[src/rtl/sensor_nivel_filtro_pkg.sv]
// Purpose : shared types, thermometer patterns and mapping helpers for the tank level filter.
// Latency : n/a (types and pure functions only).
// Backpressure: none.
// Contents: nivel_t level encoding, state_t FSM states, PAT_* (A,M,B) patterns,
//           pattern validity / pattern<->level mapping functions.
package nivel_pkg;

    typedef enum logic [1:0] {
        VAZIO = 2'd0,
        BAIXO = 2'd1,
        MEDIO = 2'd2,
        ALTO  = 2'd3
    } nivel_t;

    // Level states share their low two bits with nivel_t so the mapping is a plain slice.
    typedef enum logic [2:0] {
        ST_VAZIO = 3'd0,
        ST_BAIXO = 3'd1,
        ST_MEDIO = 3'd2,
        ST_ALTO  = 3'd3,
        ST_ERRO  = 3'd4
    } state_t;

    // Patterns are ordered {A, M, B}.
    localparam logic [2:0] PAT_VAZIO = 3'b000;
    localparam logic [2:0] PAT_BAIXO = 3'b001;
    localparam logic [2:0] PAT_MEDIO = 3'b011;
    localparam logic [2:0] PAT_ALTO  = 3'b111;

    function automatic logic pat_is_valid(input logic [2:0] pat);
        return (pat == PAT_VAZIO) || (pat == PAT_BAIXO) ||
               (pat == PAT_MEDIO) || (pat == PAT_ALTO);
    endfunction

    function automatic nivel_t pat_to_nivel(input logic [2:0] pat);
        nivel_t n;
        case (pat)
            PAT_BAIXO: n = BAIXO;
            PAT_MEDIO: n = MEDIO;
            PAT_ALTO:  n = ALTO;
            default:   n = VAZIO;
        endcase
        return n;
    endfunction

    function automatic logic [2:0] nivel_to_pat(input nivel_t n);
        logic [2:0] p;
        case (n)
            BAIXO:   p = PAT_BAIXO;
            MEDIO:   p = PAT_MEDIO;
            ALTO:    p = PAT_ALTO;
            default: p = PAT_VAZIO;
        endcase
        return p;
    endfunction

    function automatic state_t nivel_to_state(input nivel_t n);
        return state_t'({1'b0, n});
    endfunction

endpackage

[src/rtl/sensor_nivel_filtro_debounce_bit.sv]
// Purpose : 2-flop synchronizer plus mismatch counter that debounces one float switch.
// Latency : raw change held stable -> deb toggles DEBOUNCE_CYCLES+2 clocks later.
// Backpressure: none; free-running sampler.
// Ports   : clk, rst_n (sync, active-low), raw (async switch in), deb (debounced bit out).
module debounce_bit #(
    parameter int DEBOUNCE_CYCLES = 16
) (
    input  logic clk,
    input  logic rst_n,
    input  logic raw,
    output logic deb
);

    localparam int CW = $clog2(DEBOUNCE_CYCLES);
    localparam logic [CW-1:0] CNT_LAST = CW'(DEBOUNCE_CYCLES - 1);

    logic          sync1;
    logic          sync2;
    logic [CW-1:0] cnt;

    always_ff @(posedge clk) begin
        if (!rst_n) begin
            sync1 <= 1'b0;
            sync2 <= 1'b0;
            deb   <= 1'b0;
            cnt   <= '0;
        end else begin
            sync1 <= raw;
            sync2 <= sync1;
            if (sync2 == deb) begin
                cnt <= '0;
            end else if (cnt == CNT_LAST) begin
                // DEBOUNCE_CYCLES consecutive disagreeing samples: accept the new value.
                deb <= ~deb;
                cnt <= '0;
            end else begin
                cnt <= cnt + CW'(1);
            end
        end
    end

endmodule

[src/rtl/sensor_nivel_filtro.sv]
// Purpose : debounce three tank float switches, check thermometer consistency, report level/fault.
// Latency : raw edge held stable -> A/M/B/nivel change after 2 + DEBOUNCE_CYCLES + 1 clocks.
// Backpressure: none; outputs are level signals plus a one-cycle nivel_valid strobe.
// Ports   : clk, rst_n (sync, active-low), sa_raw/sm_raw/sb_raw (async switches),
//           A/M/B (filtered level bits), nivel (encoded level), nivel_valid (change strobe),
//           erro (sensor fault). Build option: ERRO_STICKY_EN makes the fault state exit only by reset.
module sensor_nivel_filtro
    import nivel_pkg::*;
#(
    parameter int DEBOUNCE_CYCLES    = 16,
    parameter int ERR_PERSIST_CYCLES = 8
) (
    input  logic       clk,
    input  logic       rst_n,
    input  logic       sa_raw,
    input  logic       sm_raw,
    input  logic       sb_raw,
    output logic       A,
    output logic       M,
    output logic       B,
    output logic [1:0] nivel,
    output logic       nivel_valid,
    output logic       erro
);

    // err_cnt counts invalid cycles in a level state and stable valid cycles in ERRO.
    localparam int ERR_MAX = (ERR_PERSIST_CYCLES > DEBOUNCE_CYCLES) ? ERR_PERSIST_CYCLES
                                                                   : DEBOUNCE_CYCLES;
    localparam int ERR_W = $clog2(ERR_MAX + 1);
    localparam logic [ERR_W-1:0] EP_LAST = ERR_W'(ERR_PERSIST_CYCLES - 1);

    logic a_deb, m_deb, b_deb;
    logic [2:0] pat;
    logic       pat_ok;

    state_t           state, state_d;
    logic [ERR_W-1:0] err_cnt, err_cnt_d;
    nivel_t           nivel_q, nivel_d;
    logic             erro_d;

    debounce_bit #(.DEBOUNCE_CYCLES(DEBOUNCE_CYCLES)) u_deb_a (
        .clk(clk), .rst_n(rst_n), .raw(sa_raw), .deb(a_deb));
    debounce_bit #(.DEBOUNCE_CYCLES(DEBOUNCE_CYCLES)) u_deb_m (
        .clk(clk), .rst_n(rst_n), .raw(sm_raw), .deb(m_deb));
    debounce_bit #(.DEBOUNCE_CYCLES(DEBOUNCE_CYCLES)) u_deb_b (
        .clk(clk), .rst_n(rst_n), .raw(sb_raw), .deb(b_deb));

    assign pat    = {a_deb, m_deb, b_deb};
    assign pat_ok = pat_is_valid(pat);

`ifndef ERRO_STICKY_EN
    localparam logic [ERR_W-1:0] DC_LAST = ERR_W'(DEBOUNCE_CYCLES - 1);

    // Previous cycle's pattern, so recovery from ERRO needs the same valid pattern held.
    logic [2:0] pat_q;
    logic       run_cont;

    always_ff @(posedge clk) begin
        if (!rst_n) begin
            pat_q <= PAT_VAZIO;
        end else begin
            pat_q <= pat;
        end
    end

    assign run_cont = (err_cnt != '0) && (pat == pat_q);
`endif

    // State register, error counter and registered outputs.
    always_ff @(posedge clk) begin
        if (!rst_n) begin
            state       <= ST_VAZIO;
            err_cnt     <= '0;
            nivel_q     <= VAZIO;
            nivel_valid <= 1'b0;
            erro        <= 1'b0;
            {A, M, B}   <= PAT_VAZIO;
        end else begin
            state       <= state_d;
            err_cnt     <= err_cnt_d;
            nivel_q     <= nivel_d;
            nivel_valid <= (nivel_d != nivel_q);
            erro        <= erro_d;
            {A, M, B}   <= nivel_to_pat(nivel_d);
        end
    end

    // Next-state logic.
    always_comb begin
        state_d   = state;
        err_cnt_d = err_cnt;
        case (state)
            ST_ERRO: begin
`ifdef ERRO_STICKY_EN
                state_d   = ST_ERRO;
                err_cnt_d = '0;
`else
                if (!pat_ok) begin
                    err_cnt_d = '0;
                end else if (!run_cont) begin
                    // First cycle of a new valid run.
                    err_cnt_d = ERR_W'(1);
                end else if (err_cnt == DC_LAST) begin
                    state_d   = nivel_to_state(pat_to_nivel(pat));
                    err_cnt_d = '0;
                end else begin
                    err_cnt_d = err_cnt + ERR_W'(1);
                end
`endif
            end
            default: begin
                if (pat_ok) begin
                    state_d   = nivel_to_state(pat_to_nivel(pat));
                    err_cnt_d = '0;
                end else if (err_cnt >= EP_LAST) begin
                    state_d   = ST_ERRO;
                    err_cnt_d = '0;
                end else begin
                    err_cnt_d = err_cnt + ERR_W'(1);
                end
            end
        endcase
    end

    // Output logic: level outputs follow level states and freeze while in ERRO.
    always_comb begin
        nivel_d = nivel_q;
        erro_d  = 1'b0;
        if (state_d == ST_ERRO) begin
            erro_d = 1'b1;
        end else begin
            nivel_d = nivel_t'(state_d[1:0]);
        end
    end

    assign nivel = nivel_q;

endmodule

[config.mk]
export PLATFORM = sky130hd
export DESIGN_NAME = sensor_nivel_filtro
export DESIGN_NICKNAME = d
export VERILOG_FILES = /design/src/rtl/sensor_nivel_filtro_pkg.sv /design/src/rtl/sensor_nivel_filtro_debounce_bit.sv /design/src/rtl/sensor_nivel_filtro.sv
export SDC_FILE = /design/constraint.sdc
export NUM_CORES = 1
export LEC_CHECK = 0
export BUFFER_PORTS_ARGS = -buffer_cell sky130_fd_sc_hd__buf_4
export CAP_MARGIN = 5
export CORE_UTILIZATION = 44
export DETAILED_ROUTE_END_ITERATION = 10
export PLACE_DENSITY = 0.68
export REMOVE_ABC_BUFFERS = 1
export SETUP_SLACK_MARGIN = 0.15
export SLEW_MARGIN = 5
export SYNTH_ARGS = -nofsm -noshare
export SYNTH_HDL_FRONTEND = slang
export SYNTH_HIERARCHICAL = 1
export SYNTH_SLANG_ARGS = --single-unit
[constraint.sdc]
create_clock -name clk -period 2.8 [get_ports clk]
set_input_delay 0.28 -clock clk [delete_from_list [all_inputs] [get_ports clk]]
set_output_delay 0.28 -clock clk [all_outputs]
set_load 0.03 [all_outputs]
==> summary.md, run 1 <==
| Metric | Value |
|---|---|
| Status | finished clean |
| WL final | 2630 microns |
| Full die area | 0.00396 sq mm |
| Crit share post-route | 80.9% |
| Routed len/inst | 11.6 microns |
| Avg Vias per Cell | 5.17 |
| Dpl hpwl | 1900 microns |
| H-tree Lvls | 2 |
| First-pass GRT wire length | 4950 microns |
| Max transition margin | 60.0% |
| Fin crit period | 2.27 ns |
| CTS tree | yes |
| Peak Freq | 441 MHz |
| Arr. time, crit path | 2.44 ns |
| TNS Setup | 0 ns |
| Yosys top cell area share | 46.6% |
| All-Layer GR Usage | 16.0% |
| Endpoint type of the worst setup path | register |
| Yosys warns | 6 |
| Mapped Cells | 168 |
| Post-CTS setup buffers | 0 |
| Routed vias | 1174 |
| Gp weighted congestion | 0.771 |
| Least-Margin Pin Slew | 0.595 ns |
| Worst path required time | 2.98 ns |
| Clock Sinks | 38 |
| Clock latency on the worst-skew pair | 0.28 ns |
| Leak Pwr | 0.840 nW |
| Fraction of registers with async set/reset | 0% |
| I/O Buffers | 11 |
| Clk_skew | 0.00227 ns |
| Main area contributors after synthesis | dfxtp_1, xor2_1, ha_1 |
| Final hold violations | 0 |
| Hold buffers post-CTS | 0 |
| Largest net degree at the start of global routing | 30 |
| Non-Filler Instances | 227 |
| Die height | 62.9 microns |
| Number of synthesized flops with an enable pin | 0 |
| Worst-path fanout max | 9 |
| Vias in the first global route | 1179 |
| CTS Buf Count | 5 |
| Max-cap check violation count | 0 |
| CP startpoint kind | register |
| Synth cell count leaders | dfxtp_1, nor2_1, nand3_1 |
| Top FF cell, synth | dfxtp_1 |
| Initial antenna violation count | 0 |
| Resize count post-CTS | 0 |
| Drt pass-1 iters | 4 |
| Synth cell types | 38 |
| Die Width | 62.9 microns |
| Largest area contributor in the netlist | dfxtp_1 |
| Area delta synth->final | 12.0% |
| Mapped Area | 0.00163 sq mm |
| Rows | 21 |
| GRT overflow | 0 |
| Antenna Nets Post-Route | 0 |
| Share of layout cells above drive strength 1 | 14.4% |
| Root buf cell | clkbuf_8 |
| Worst-path clk slew | 0.07 ns |
| Final Max Tran Viols | 0 |
| Initial Utilization | 47.5% |
| Number of remaining DRC errors | 0 |
| FF+latch count, synth | 38 |
| Most common cell in the netlist | dfxtp_1 |
| Final Net Count | 192 |
| VDD IR max | 343 uV |
| Fillers | 325 |
| Avg Inst Size Synth | 9.73 sq um |
| CP Class | reg -> reg |
| RSZ-0062 raised after global routing | no |
| Power Density | 512 mW/mm^2 |
| ANT cells | 0 |
| Number of cells after detailed placement | 219 |
| Initial DRC count | 93 |
| Core footprint | 0.00344 sq mm |
| Final count of negative-setup-slack endpoints | 0 |
| Hold/Removal Path Class | in -> reg |
| Clock Path Buffers | 2 |
| Fraction of the yosys area taken by sequential cells | 46.6% |
| # IOs | 12 |
[where the power goes]
group / internal, mW / switching [mW]
logic: 0.00836 / 0.00960
clock network: 0.198 / 0.173
registers: 0.546 / 0.00248
[cell usage in the layout (no fill, tap or decap), types with 2 or more instances in the layout]
cell and n:
inv_1 8, a21oi_1 3, dfxtp_1 38, nor2b_1 5, nand2_1 5, nand3_1 16
clkbuf_8 6, and2_1 10, mux2i_1 3, and3_2 4, xnor2_1 3, nor3b_1 2
nand4_1 2, buf_4 11, o32ai_1 2, xor2_1 14, nor2_1 17, and3_1 5
ha_1 7, a21boi_0 2
[cell families after synthesis]
logic type	synth area share, %
AOI/OAI and AO/OA	8.42
xor gates and xnor gates	9.11
adders and majority gates	5.36
buffers and inverters	3.98
DFF	46.6
muxes	1.84
and+or+nand+nor	24.7
[metal layers]
metal / wire [microns] / GRT usage [%]
met5: 0 / 0
met4: 62 / 8.14
met3: 71 / 4.93
met2: 1270 / 26.9
met1: 1220 / 18.1
[registers in the layout, summed over array words and instances (netlist names), 3 cells and up]
signal / flops
err_cnt: 5
pat_q: 3
state: 3
u_deb_a/cnt: 4
u_deb_b/cnt: 4
u_deb_m/cnt: 4
[area by class of cell]
type | instances | area (sq um) | area share [%]
Multi-Input combinational cell | 116 | 808 | 44.2
Clock inverter | 1 | 5.00 | 0.273
Clock buffer | 7 | 86.3 | 4.72
Sequential cell | 38 | 761 | 41.6
Tap cell | 46 | 57.6 | 3.14
Timing Repair Buffer | 11 | 82.6 | 4.51
Inverter | 8 | 30.0 | 1.64
[through the flow]
| stage | utilization [%] | hold WS (ns) | setup slack (ns) | power [mW] | area, sq um |
|---|---|---|---|---|---|
| floorplan | - | 0.397 | 0.715 | 0.568 | 1600 |
| global placement | 50.5 | 0.419 | 0.627 | 0.578 | 1740 |
| detailed placement | 50.5 | 0.429 | 0.535 | 0.579 | 1740 |
| CTS | 53.2 | 0.197 | 0.522 | 0.956 | 1830 |
| global route | 53.2 | 0.198 | 0.327 | 0.982 | 1830 |
| finish | 53.2 | 0.206 | 0.534 | 0.937 | 1830 |
[worst max-delay path, cell delays in order (launching register included)]
cell and delay, ns:
dfxtp_1 0.34, ha_1 0.24, and3_1 0.21, ha_1 0.24, nand3_1 0.10, nor2_1 0.04, a32o_1 0.24, a311oi_4 0.39
xnor2_1 0.12, o211a_1 0.23
[worst paths after layout]
check	startpoint	end	slack [ns]	cells after the start
max	err_cnt[0]$_SDFF_PN0_	nivel_valid$_SDFF_PN0_	0.53	9
min	sa_raw	u_deb_a/sync1$_SDFF_PN0_	0.21	2
max reg2reg	err_cnt[0]$_SDFF_PN0_	nivel_valid$_SDFF_PN0_	0.53	9
min reg2reg	u_deb_b/sync1$_SDFF_PN0_	u_deb_b/sync2$_SDFF_PN0_	0.44	1
Power figures use the tool's default switching activity.
==> run 2, diff against run 1 <==
- PLACE_DENSITY: 0.68 -> 0.71
- clock period: 2.8 -> 2 ns (I/O delays scaled with it)
==> run 2 against run 1 <==
Net effect: sequential share of layout area decreased by 6.3 points; clock power rose by 110%; combinational power grew 53%; final area grew 19%; clock skew increased by 0.0027 ns; critical path type unchanged.
==> summary.md, run 2 (synthesis gave the netlist of run 1 again) <==
| Metric | Value |
|---|---|
| Switch Pwr | 0.296 mW (was 0.185 mW) |
| Final Max Tran Viols | 0 (unchanged) |
| Hold buffers post-CTS | 0 (unchanged) |
| GRT overflow | 0 (unchanged) |
| Worst-path clk slew | 0.08 ns (was 0.07 ns) |
| Rows | 21 (unchanged) |
| Initial antenna violation count | 0 (unchanged) |
| Clock Power Share | 49.4% (was 39.6%) |
| Max stage delay on crit path | 0.34 ns (was 0.39 ns) |
| Largest net degree at the start of global routing | 30 (unchanged) |
| Arr. time, crit path | 2.16 ns (was 2.44 ns) |
| Clock Sinks | 38 (unchanged) |
| Clock Path Buffers | 2 (unchanged) |
| ANT cells | 0 (unchanged) |
| Routed vias | 1301 (was 1174) |
| H-tree Lvls | 2 (unchanged) |
| Fin crit period | 1.97 ns (was 2.27 ns) |
| Routed len/inst | 13.7 microns (was 11.6 microns) |
| First-pass GRT wire length | 5630 microns (was 4950 microns) |
| I/O Buffers | 11 (unchanged) |
| Endpoint type of the worst setup path | register (unchanged) |
| CP delay by family, top | compound AO/OA/AOI/OAI gates (unchanged) |
| All-Layer GR Usage | 18.7% (was 16.0%) |
| Power Density | 724 mW/mm^2 (was 512 mW/mm^2) |
| Number of remaining DRC errors | 0 (unchanged) |
| Area delta synth->final | 32.8% (was 12.0%) |
| Leak Pwr | 1.01 nW (was 0.840 nW) |
| CP Class | reg -> reg (unchanged) |
| Combinational Power Share | 1.8% (was 1.9%) |
| Antenna Nets Post-Route | 0 (unchanged) |
| Crit share post-route | 98.4% (was 80.9%) |
| Drt pass-1 iters | 4 (unchanged) |
| Core footprint | 0.00344 sq mm (unchanged) |
| Avg Vias per Cell | 5.22 (was 5.17) |
| Die Width | 62.9 microns (unchanged) |
| Clock latency on the worst-skew pair | 0.29 ns (was 0.28 ns) |
| Max transition margin | 67.9% (was 60.0%) |
| Worst-path fanout max | 6 (was 9) |
| Pwr Total | 1.57 mW (was 0.937 mW) |
| Clk_skew | 0.00502 ns (was 0.00227 ns) |
| Root buf cell | clkbuf_8 (unchanged) |
| Vias in the first global route | 1294 (was 1179) |
| Crit path cell chain | ha_4, and3_4, ha_4, nand3_2, nor2_2, a32o_2, a311oi_4, buf_6, nand3_2, o211a_1 (was ha_1, and3_1, ha_1, nand3_1, nor2_1, a32o_1, a311oi_4, xnor2_1, o211a_1) |
| WL final | 3420 microns (was 2630 microns) |
| Initial DRC count | 59 (was 93) |
| Finished Cell Area | 0.00217 sq mm (was 0.00183 sq mm) |
| Max-cap check violation count | 0 (unchanged) |
| # IOs | 12 (unchanged) |
| Status | finished clean (unchanged) |
| Cell area after placement | 0.00185 sq mm (was 0.00174 sq mm) |
| Final count of negative-setup-slack endpoints | 0 (unchanged) |
| Worst path slowest cell | dfxtp_2 (was a311oi_4) |
| Switching Share | 18.8% (was 19.7%) |
| Hold WS | 0.115 ns (was 0.206 ns) |
| Fillers | 297 (was 325) |
| Die height | 62.9 microns (unchanged) |
| RSZ-0062 raised after global routing | yes (was no) |
| Most common cell after layout, fill and taps aside | dfxtp_1 (unchanged) |
| CTS tree | yes (unchanged) |
| Share of layout cells above drive strength 1 | 33.5% (was 14.4%) |
| Buffer and inverter count on the worst path | 1 (was 0) |
| Internal power | 1.27 mW (was 0.752 mW) |
| Final Net Count | 214 (was 192) |
| Dpl hpwl | 2220 microns (was 1900 microns) |
| Hold/Removal Path Class | in -> reg (unchanged) |
| Largest Register | err_cnt (unchanged) |
| Sequential share of power | 48.8% (was 58.5%) |
| Final hold violations | 0 (unchanged) |
| Full die area | 0.00396 sq mm (unchanged) |
| Initial Utilization | 47.5% (unchanged) |
| Largest register FFs | 5 (unchanged) |
| Gp weighted congestion | 0.825 (was 0.771) |
| Worst path required time | 2.19 ns (was 2.98 ns) |
| CP startpoint kind | register (unchanged) |
| Most frequent cells in the layout | dfxtp_1, buf_4, nor2_1 (was dfxtp_1, nor2_1, nand3_1) |
| Least-Margin Pin Slew | 0.480 ns (was 0.595 ns) |
| Peak Freq | 508 MHz (was 441 MHz) |
| CTS Buf Count | 5 (unchanged) |
| VDD IR max | 549 uV (was 343 uV) |
==> run 2: cell types whose count changed in the layout (fill, tap and decap cells not counted), sizes merged <==
| cell | delta |
|---|---|
| bufinv | +2 |
| buf | +22 |
| clkbuf | -2 |
==> run 2: routing by layer <==
layer | track usage, % | vias up | share of wire [%]
met4 | 9.59 | 0 | 2.7
li1 | - | 637 | -
met3 | 5.29 | 12 | 3.5
met5 | 0 | - | 0
met2 | 33.3 | 30 | 52
met1 | 19.8 | 622 | 41
==> run 2: power groups by stage <==
stage	combinational (mW)	sequential [mW]	clock, mW
floorplan	0.0110	0.784	0
global placement	0.0243	0.784	0
detailed placement	0.0259	0.785	0
CTS	0.0261	0.767	0.786
global route	0.0307	0.768	0.831
finish	0.0275	0.767	0.776
==> run 2: layout make-up <==
class                      instances  area [sq um]  share of cell area (%)
multi-input combinational        116           916                    42.2
sequential                        38           766                    35.3
timing repair buffer              33           263                    12.1
clock buffer                       5          68.8                    3.17
clock inverter                     3          68.8                    3.17
tap                               46          57.6                    2.65
inverter                           8          30.0                    1.38
==> run 2: worst paths after layout <==
check | start | slack (ns) | end | depth (start not counted)
setup / recovery | err_cnt[1]$_SDFF_PN0_ | 0.03 | nivel_valid$_SDFF_PN0_ | 10
hold / removal | sa_raw | 0.11 | u_deb_a/sync1$_SDFF_PN0_ | 2
setup reg to reg | err_cnt[1]$_SDFF_PN0_ | 0.03 | nivel_valid$_SDFF_PN0_ | 10
hold reg to reg | u_deb_a/sync1$_SDFF_PN0_ | 0.45 | u_deb_a/sync2$_SDFF_PN0_ | 1
==> run 2: repair_timing <==
action                     in CTS  in global routing
buffers inserted                4                  3
resized for setup              21                 10
pin swaps                      11                  3
setup endpoints to repair       8                 11
==> run 2: per-stage QoR <==
step	utilization [%]	std cells	worst slack (ns)	setup TNS [ns]
global placement	53.8	234	-0.0245	-0.0394
finish	63.0	249	0.0330	0
detailed placement	53.8	234	-0.0881	-0.226
CTS	61.4	246	0.0170	0
floorplan	-	162	-0.0846	-0.0846
global route	63.0	249	-0.0458	-0.152
==> run 3, diff against run 2 <==
--- a/config.mk
+++ b/config.mk
@@ -8,7 +8,8 @@
 export BUFFER_PORTS_ARGS = -buffer_cell sky130_fd_sc_hd__buf_4
 export CAP_MARGIN = 5
-export CORE_UTILIZATION = 44
+export CORE_UTILIZATION = 40
+export CTS_CLUSTER_SIZE = 28
 export DETAILED_ROUTE_END_ITERATION = 10
-export PLACE_DENSITY = 0.71
+export PLACE_DENSITY = 0.66
 export REMOVE_ABC_BUFFERS = 1
 export SETUP_SLACK_MARGIN = 0.15
==> constraint.sdc (replaced) <==
create_clock -name clk -period 2 [get_ports clk]
set_input_delay 0.5 -clock clk [delete_from_list [all_inputs] [get_ports clk]]
set_output_delay 0.5 -clock clk [all_outputs]
set_load 0.03 [all_outputs]
==> run 3 against run 2 <==
Net effect: sequential share of layout area is 1.2 points higher; flip-flop and latch count stayed put; critical path depth stayed put; count of clock-buffer cells in the layout is 1 higher; critical endpoint unchanged; largest power group is now registers; highest routed layer unchanged.
==> summary.md, run 3 (synthesis gave the netlist of run 1 again) <==
| Metric | Value |
|---|---|
| Gp weighted congestion | 0.828 (was 0.825) |
| Fin crit period | 1.97 ns (about the same) |
| Worst path slowest cell | dfxtp_4 (was dfxtp_2) |
| Hold/Removal Path Class | in -> reg (unchanged) |
| Clock Power Share | 41.0% (was 49.4%) |
| All-Layer GR Usage | 15.4% (was 18.7%) |
| First-pass GRT wire length | 4950 microns (was 5630 microns) |
| Pwr Total | 1.34 mW (was 1.57 mW) |
| Final Net Count | 210 (was 214) |
| Number of cells after detailed placement | 234 (unchanged) |
| Number of remaining DRC errors | 0 (unchanged) |
| Antenna Nets Post-Route | 0 (unchanged) |
| Initial Utilization | 43.0% (was 47.5%) |
| Final hold violations | 0 (unchanged) |
| Die Width | 65.9 microns (was 62.9 microns) |
| Crit share post-route | 98.5% (was 98.4%) |
| Root buf cell | clkbuf_8 (unchanged) |
| Non-Filler Instances | 247 (was 249) |
| CP delay by family, top | compound AO/OA/AOI/OAI gates (unchanged) |
| Endpoint type of the worst setup path | register (unchanged) |
| Largest Register | err_cnt (unchanged) |
| Full die area | 0.00434 sq mm (was 0.00396 sq mm) |
| Fillers | 323 (was 297) |
| Share of layout cells above drive strength 1 | 34.7% (was 33.5%) |
| CP startpoint kind | register (unchanged) |
| Max-cap check violation count | 0 (unchanged) |
| Routed len/inst | 12.2 microns (was 13.7 microns) |
| Core footprint | 0.00380 sq mm (was 0.00344 sq mm) |
| Dpl hpwl | 1950 microns (was 2220 microns) |
| GRT overflow | 0 (unchanged) |
| Largest register FFs | 5 (unchanged) |
| Avg Vias per Cell | 5.00 (was 5.22) |
| ANT cells | 0 (unchanged) |
| I/O Buffers | 11 (unchanged) |
| Drt pass-1 iters | 4 (unchanged) |
| Buffer and inverter count on the worst path | 3 (was 1) |
| CP Class | reg -> reg (unchanged) |
| RSZ-0062 raised after global routing | yes (unchanged) |
| Leak Pwr | 0.963 nW (was 1.01 nW) |
| Initial antenna violation count | 0 (unchanged) |
| Die height | 65.9 microns (was 62.9 microns) |
| Switching Share | 21.5% (was 18.8%) |
| Rows | 22 (was 21) |
| Clk_skew | 0.00423 ns (was 0.00502 ns) |
| Clock latency on the worst-skew pair | 0.29 ns (about the same) |
| # IOs | 12 (unchanged) |
| Max stage delay on crit path | 0.36 ns (was 0.34 ns) |
| Clock Sinks | 38 (unchanged) |
| Least-Margin Pin Slew | 0.515 ns (was 0.480 ns) |
| Status | finished clean (unchanged) |
| Largest net degree at the start of global routing | 30 (unchanged) |
| Internal power | 1.05 mW (was 1.27 mW) |
| Routed vias | 1234 (was 1301) |
| Clock Path Buffers | 2 (unchanged) |
| Most common cell after layout, fill and taps aside | dfxtp_1 (unchanged) |
| Util after Layout | 55.7% (was 63.0%) |
| Hold Path Stages | 2 (unchanged) |
| Area delta synth->final | 29.4% (was 32.8%) |
| Worst-path clk slew | 0.07 ns (was 0.08 ns) |
| Peak Freq | 507 MHz (was 508 MHz) |
| FF-to-FF path depth | 10 (unchanged) |
| Initial DRC count | 35 (was 59) |
| Sequential share of power | 57.1% (was 48.8%) |
| Max transition margin | 65.6% (was 67.9%) |
| Most frequent CP cell | buf_4 |
| VDD IR max | 579 uV (was 549 uV) |
| Worst path required time | 2.19 ns (about the same) |
| Most frequent cells in the layout | dfxtp_1, buf_4, xor2_1, nor2_1, nand3_1 (was dfxtp_1, buf_4, nor2_1) |
| Vias in the first global route | 1193 (was 1294) |
| Critical path depth in cells | 10 (unchanged) |
| WL final | 3000 microns (was 3420 microns) |
| Worst-path fanout max | 3 (was 6) |
| Arr. time, crit path | 2.16 ns (about the same) |
| H-tree Lvls | 2 (unchanged) |
| Crit path cell chain | inv_2, ha_4, nor4b_4, nor4_2, buf_4, a32o_2, a311oi_4, buf_4, nand3_1, o211a_1 (was ha_4, and3_4, ha_4, nand3_2, nor2_2, a32o_2, a311oi_4, buf_6, nand3_2, o211a_1) |
| CTS tree | yes (unchanged) |
| Storage cell area | 771 sq um (was 766 sq um) |
| Power Density | 633 mW/mm^2 (was 724 mW/mm^2) |
| CTS Buf Count | 5 (unchanged) |
| Switch Pwr | 0.288 mW (was 0.296 mW) |
| Multi-input gate area | 923 sq um (was 916 sq um) |
| Combinational Power Share | 1.9% (was 1.8%) |
| Final count of negative-setup-slack endpoints | 0 (unchanged) |
| Final Max Tran Viols | 0 (unchanged) |
## run 3: cell count changes in the layout (fill, tap and decap cells not counted), moves of 2 or more
cell | before | now
buf_4 | 29 | 25
bufinv_16 | 2 | 0
dfxtp_2 | 4 | 2
dfxtp_4 | 0 | 2
inv_1 | 8 | 6
## run 3: worst paths after layout
check                                 from                        to  slack (ns)
setup / recovery     err_cnt[0]$_SDFF_PN0_    nivel_valid$_SDFF_PN0_        0.03
setup reg to reg     err_cnt[0]$_SDFF_PN0_    nivel_valid$_SDFF_PN0_        0.03
hold / removal                      sm_raw  u_deb_m/sync1$_SDFF_PN0_        0.41
hold reg to reg   u_deb_m/sync1$_SDFF_PN0_  u_deb_m/sync2$_SDFF_PN0_        0.44
## run 3: repair_timing
action,in CTS,in global routing
pin swaps,11,14
endpoints found under the setup margin,9,11
setup buffers,2,3
resized for setup,16,23
hold buffers,0,0
## run 3: power groups by stage
stage	Clock, mW	Sequential [mW]	Combinational, mW
2_1_floorplan	0	0.784	0.0110
3_3_place_gp	0	0.785	0.0245
3_5_place_dp	0	0.785	0.0250
4_1_cts	0.567	0.767	0.0254
5_1_grt	0.597	0.765	0.0294
6_report	0.548	0.764	0.0252
## run 3: per-stage QoR
stage / setup WS, ns / TNS, ns / hold slack (ns) / instance area [sq um]
after CTS: 0.0147 / 0 / 0.407 / 2000
after global placement: -0.0409 / -0.0429 / 0.415 / 1840
final: 0.0291 / 0 / 0.414 / 2110
after global routing: -0.0517 / -0.202 / 0.417 / 2110
after floorplan: -0.0846 / -0.0846 / 0.412 / 1600
after detailed placement: -0.0905 / -0.203 / 0.423 / 1840
## run 3: layout make-up
cell class / count / share of cell area, %
Inverter: 8 / 1.54
Multi-Input combinational cell: 116 / 43.7
Clock inverter: 2 / 0.592
Clock buffer: 6 / 3.91
Sequential cell: 38 / 36.4
Tap cell: 48 / 2.84
Timing Repair Buffer: 29 / 11.0
## run 3: per-layer routing
metal  global-route usage (%)  vias up  part of all wire, %
met3                     5.86        8                  3.2
met5                        0        -                    0
met2                     25.6       15                   51
met1                     16.4      579                   44
met4                     9.24        0                  2.4
li1                         -      632                    -
